**src/rtl/piso_serializer.sv**
```systemverilog
// Parallel-in serial-out serializer: accepts a WIDTH-bit word on a valid/ready
// handshake and streams it MSB-first under shift_en pacing. Optional macro
// PISO_PARITY_EN appends one even-parity bit after the data bits.
module piso_serializer #(
   parameter int WIDTH = 4
) (
   input  logic             clk,
   input  logic             rst_n,
   input  logic [WIDTH-1:0] data_in,
   input  logic             load_valid,
   output logic             load_ready,
   input  logic             shift_en,
   output logic             s_out,
   output logic             s_valid,
   output logic             busy,
   output logic             done
);

   localparam int CNT_W = $clog2(WIDTH + 1);

`ifdef PISO_PARITY_EN
   localparam logic [CNT_W-1:0] LAST_CNT = CNT_W'(WIDTH);
`else
   localparam logic [CNT_W-1:0] LAST_CNT = CNT_W'(WIDTH - 1);
`endif

   typedef enum logic {
      IDLE  = 1'b0,
      SHIFT = 1'b1
   } state_t;

   state_t           state, state_nxt;
   logic [WIDTH-1:0] sreg;
   logic [CNT_W-1:0] cnt;
   logic             last_bit;
   logic             accept;
   logic             advance;
   logic             fill_bit;

   assign last_bit = (state == SHIFT) && (cnt == LAST_CNT);
   assign advance  = (state == SHIFT) && shift_en;
   assign accept   = load_valid && load_ready;

   always_ff @(posedge clk or negedge rst_n) begin
      if (!rst_n) begin
         state <= IDLE;
      end else begin
         state <= state_nxt;
      end
   end

   // A load on the final bit takes precedence over the return to IDLE.
   always_comb begin
      state_nxt  = state;
      load_ready = 1'b0;
      s_valid    = 1'b0;
      busy       = 1'b0;
      done       = 1'b0;
      case (state)
         IDLE: begin
            load_ready = 1'b1;
            if (load_valid) begin
               state_nxt = SHIFT;
            end
         end
         SHIFT: begin
            busy    = 1'b1;
            s_valid = shift_en;
            if (last_bit && shift_en) begin
               done       = 1'b1;
               load_ready = 1'b1;
               state_nxt  = load_valid ? SHIFT : IDLE;
            end
         end
         default: state_nxt = IDLE;
      endcase
   end

`ifdef PISO_PARITY_EN
   // Parity is captured with the word and shifted in behind the last data bit,
   // so it reaches the MSB exactly in slot WIDTH.
   logic par_bit;

   always_ff @(posedge clk or negedge rst_n) begin
      if (!rst_n) begin
         par_bit <= 1'b0;
      end else if (accept) begin
         par_bit <= ^data_in;
      end else if (advance) begin
         par_bit <= 1'b0;
      end
   end

   assign fill_bit = par_bit;
`else
   assign fill_bit = 1'b0;
`endif

   always_ff @(posedge clk or negedge rst_n) begin
      if (!rst_n) begin
         sreg <= '0;
         cnt  <= '0;
      end else if (accept) begin
         sreg <= data_in;
         cnt  <= '0;
      end else if (advance) begin
         sreg <= {sreg[WIDTH-2:0], fill_bit};
         cnt  <= cnt + 1'b1;
      end
   end

   assign s_out = sreg[WIDTH-1];

endmodule

```
**config.mk**
```make
export PLATFORM = sky130hd
export DESIGN_NAME = piso_serializer
export DESIGN_NICKNAME = d
export VERILOG_FILES = /design/src/rtl/piso_serializer.sv
export SDC_FILE = /design/constraint.sdc
export NUM_CORES = 1
export LEC_CHECK = 0
export ABC_AREA = 1
export BUFFER_PORTS_ARGS = -buffer_cell sky130_fd_sc_hd__buf_2
export CAP_MARGIN = 20
export CORE_AREA = 3 3 40 42
export CTS_CLUSTER_DIAMETER = 200
export DETAILED_ROUTE_END_ITERATION = 8
export DIE_AREA = 0 0 43 45
export PLACE_DENSITY = 0.58
export SYNTH_ARGS = -nofsm -noshare
export SYNTH_HDL_FRONTEND = slang
export SYNTH_SLANG_ARGS = --single-unit
```
**constraint.sdc**
```tcl
create_clock -name clk -period 1.4 [get_ports clk]
set_input_delay 0.28 -clock clk [delete_from_list [all_inputs] [get_ports clk]]
set_output_delay 0.28 -clock clk [all_outputs]
set_load 0.05 [all_outputs]
```
Yosys cells after proc, flatten, opt, wreduce, memory -nomap -nowiden
Cells that the tools add are included.

word-level totals
  logic and storage cells = 23
  input bits = 8
  flip-flop bits (word level) = 8

operators by class
  add/subtract/negate cells = 1
  bitwise gates (word level) = 1
  muxes and demuxes = 12
  reduce and logical (&&, ||, !) cells = 5
  eq/ne operators = 1

operators with widths
  operator             count
  $mux 4               2
  $mux 1               6
  $mux 3               2
  $logic_and 1x1->1    4
  $pmux 1 s2           2
  $add 3x1->3 const B  1
  $eq 3x2->1 const B   1
  $reduce_bool 2->1    1
  $not 1->1            1

Logic depth before layout (Yosys ltp)
  word-level depth = 7
  mapped depth = 8
  depth with buffers taken out = 8

Worst setup path after synthesis
Ideal clock, no wire load.

  kind = register to register
  start = register cnt[0]
  end = register sreg[0]
  buffers on the path = 0
  arrival time = 1.416 ns
  library setup time = 0.119 ns
  stages on the path, launching flop included = 9
  path slack = -0.134 ns
  clock period less this slack = 1.534 ns
  cell sequence = dfrtp_1 -> ha_1 -> ha_1 -> nand3_2 -> nand2_2 -> nand2_4 -> clkinv_2 -> nand2_2 -> nand2_1

on the way
  longest elaborated chain between the ends = 7

ends and longest elaborated chain
  item                                                line  text
  from (decl)                                         34    logic [CNT_W-1:0] cnt;
  from (signal assigned)                              108   cnt <= cnt + 1'b1;
  $eq 3x2->1 (*)                                      40    assign last_bit = (state == SHIFT) && (cnt == LAST_CNT);
  $logic_and 1x1->1 (*)                               40
  $logic_and 1x1->1 (*)                               69    if (last_bit && shift_en) begin
  $mux 1 (*)                                          69
  $pmux 1 s2 (*)                                      59    case (state)
  named net load_ready                                11    output logic load_ready,
  $logic_and 1x1->1 (*)                               42    assign accept = load_valid && load_ready;
  $mux 4 / $reduce_bool 2->1 (equally long branches)  --
  to (signal assigned)                                104   sreg <= data_in;
  to (signal assigned)                                107   sreg <= {sreg[WIDTH-2:0], fill_bit};
  to (decl)                                           33    logic [WIDTH-1:0] sreg;

The timed path passes the listed nets; every way through them passes the cells marked *.
A chain may end at the register's enable or synchronous reset.

Worst setup path in the final report
  start = register cnt[0]
  end = output port load_ready

on the way
  longest elaborated chain between the ends = 5

ends and longest elaborated chain
  item               line
  $eq 3x2->1         40
  $logic_and 1x1->1  40
  $logic_and 1x1->1  69
  $mux 1             69
  $pmux 1 s2         59
  to (decl)          11

No other way between the ends.

==> metrics.yaml <==
yosys:
  yosysSeqAreaShare_pct: 47.2
  synth_top_family_by_area: "simple AND/OR/NAND/NOR gates"
  syn_avg_cell_area_sq_um: 8.16
  syn_inst: 52
  synthSimpleGateAreaFrac_pct: 34.5
  netlist_area_sq_um: 424
  synth_top_cell_by_area: "dfrtp_1"
  synth_warnings: 0
  syn_nets: 62
  synth-xor-area-share_pct: 2.06
  synthAdderAreaFrac_pct: 5.90
  ys_seq_elements: 8
  yosys-mux-area-fraction_pct: 0
  synthTopCellsByArea: "dfrtp_1 47%, nand2_1 14%, nand3_1 8.3%"
  synth_top_area_share_pct: 47.2
  synth-compound-area-share_pct: 2.95
  synth_cell_types: 14
min_path:
  worst_hold_path_type: "input port to flip-flop"
setup_path:
  worstSetupPathType: "flip-flop to output pin"
  worstPathMaxFanout: 2
  cp_slowest_cell: "dfrtp_1"
  worstPathRequired_ps: 1120
  cp.arrival_ps: 1270
  cp-end-kind: "output pin"
  worst_setup_path_start_kind: "flip-flop"
  path_cells: "ha_2, ha_4, nand3_4, nand2_4, buf_8"
  max_stage_delay_ps: 380
global_routing:
  grt_pass1_wl_microns: 1430
  grt_max_degree: 10
  grt_pass1_vias: 343
  grt_antenna_before_repair: 0
  grt-ovfl-total: 0
  grt_usage_pct: 10.3
final_layout:
  area_growth_pct: 60.8
  diodes: 0
  nets: 86
  final_common_cell: "nand2_1"
  fillers: 115
  final_area_sq_um: 682
  drive_gt1_share_pct: 46.7
  most-common-layout-cells: "16 x nand2_1, 9 x buf_2, 7 x dfrtp_1, 6 x inv_1, 5 x nand3_1"
  instances_no_fill: 90
sta:
  final.min_clock_period_ps: 1550
  fin_setup_tns_ps: -541
  rsz0062_at_grt: "yes"
  drv_slew: 0
  fmax_mhz: 647
  setup_viol: 7
  finalClockSkew_ps: 5.39
  setup_ws_ps: -145
  max_slew_margin_pct: 83.5
  finalHoldViolCount: 0
  worstMarginPinSlew_ps: 249
  finalCritPeriodShare_pct: 110
placed_design:
  pre_cts_ws_ps: -10.3
  place_inst: 82
  dp_hpwl_microns: 611
  gp_congestion: 0.726
  port-buffer-count: 12
  place_area_sq_um: 532
cts:
  cts_max_path_buffers: 2
  insertion_delay_ps: 250
  numCtsBuffers: 3
  cts_tree: "done"
  root_buffer: "clkbuf_4"
  cts_max_level: 1
  clock-sinks: 8
  cts.clk_slew.worst_paths_ps: 50
job:
  cap_violations: 0
floorplan:
  rows: 13
  die_h_microns: 45
  io-pin-count: 13
  start_util_pct: 33.0
  coreArea_sq_um: 1280
  die_w_microns: 43
  die_area_sq_um: 1940
routing:
  first_pass_iters: 4
  drt_iter0_drc: 9
  ant_nets: 0
  topRoutingLayerUsed: "met3"
  vias: 416
  routedWlPerCell_microns: 10.3
  drt_wl_total_microns: 927
  wl_met1_microns: 389
  vias_per_cell: 4.62
  wl_met3_microns: 47
  drc: 0
  met2WireLength_microns: 490
status:
  violations: "setup timing"
  status: "complete, but fails checks"
pwr:
  power.density_nw_per_um2: 1820
  power.total_mw: 1.24
  leakage_nw: 0.364
  ir_drop_mv: 0.645
-- registers in the layout (all words and copies together) (netlist names) --
register  flops
cnt           3
state         1
sreg          4
-- routing by layer --
| layer | track usage (%) | vias to the layer above |
|---|---|---|
| met2 | 15.0 | 14 |
| met3 | 4.78 | 0 |
| met1 | 12.7 | 191 |
| li1 | - | 211 |
| met5 | 0 | - |
| met4 | 5.42 | 0 |
-- timing repair --
| action | 4_1_cts | 5_1_grt |
|---|---|---|
| setup endpoints to repair | 3 | 8 |
| hold buffers | 1 | 0 |
| setup buffers | 1 | 1 |
| pin swaps | 3 | 5 |
| gates cloned | 0 | 1 |
| gates resized for setup | 12 | 9 |
| hold endpoints to repair | 8 | 0 |
-- power breakdown --
group	switching, mW	internal (mW)
registers	0.0517	0.321
logic	0.390	0.297
clock network	0.0724	0.109
total	0.514	0.727
-- cell usage after synthesis (all sizes together) --
| cell | number |
|---|---|
| a21oi | 1 |
| clkinv | 1 |
| dfrtp | 8 |
| ha | 2 |
| inv | 7 |
| nand2 | 20 |
| nand3 | 8 |
| nor2 | 3 |
| o21a | 1 |
| xor2 | 1 |
-- area by class of cell --
class | instances | area, sq um | area share, %
inverter | 8 | 37.5 | 5.50
sequential | 8 | 201 | 29.5
multi-input combinational | 37 | 256 | 37.6
tap | 15 | 18.8 | 2.75
timing repair buffer | 18 | 141 | 20.7
clock buffer | 4 | 26.3 | 3.85
-- worst paths after layout --
kind,slack [ps],start,cells past startpoint,endpoint
max,-150,cnt[0]$_DFFE_PN0P_,5,load_ready
min,250,data_in[0],3,sreg[0]$_DFFE_PN0P_
max reg2reg,-70,cnt[1]$_DFFE_PN0P_,10,sreg[1]$_DFFE_PN0P_
min reg2reg,500,sreg[0]$_DFFE_PN0P_,2,sreg[0]$_DFFE_PN0P_
max in group asynchronous,820,rst_n,2,state$_DFF_PN0_
min in group asynchronous,400,rst_n,2,sreg[3]$_DFFE_PN0P_
-- worst max-delay path: cells and delay by family, from the launching register on --
family,cells,cell delay [ps]
fa+ha+maj,2,360
buf+inv,1,150
flops,1,380
simple gates,2,130
-- stage by stage --
| stage | hold slack (ps) | utilization, % |
|---|---|---|
| floorplan | -15.6 | - |
| global placement | 133 | 41.4 |
| detailed placement | 131 | 41.4 |
| CTS | 239 | 49.0 |
| global route | 243 | 53.1 |
| finish | 246 | 53.1 |
-- cells by family after synthesis --
logic type | Yosys count
DFF | 8
adders and majority gates | 2
buffers and inverters | 8
AOI/OAI and AO/OA | 2
xor gates and xnor gates | 1
and+or+nand+nor | 31
Power figures use the tool's default switching activity.
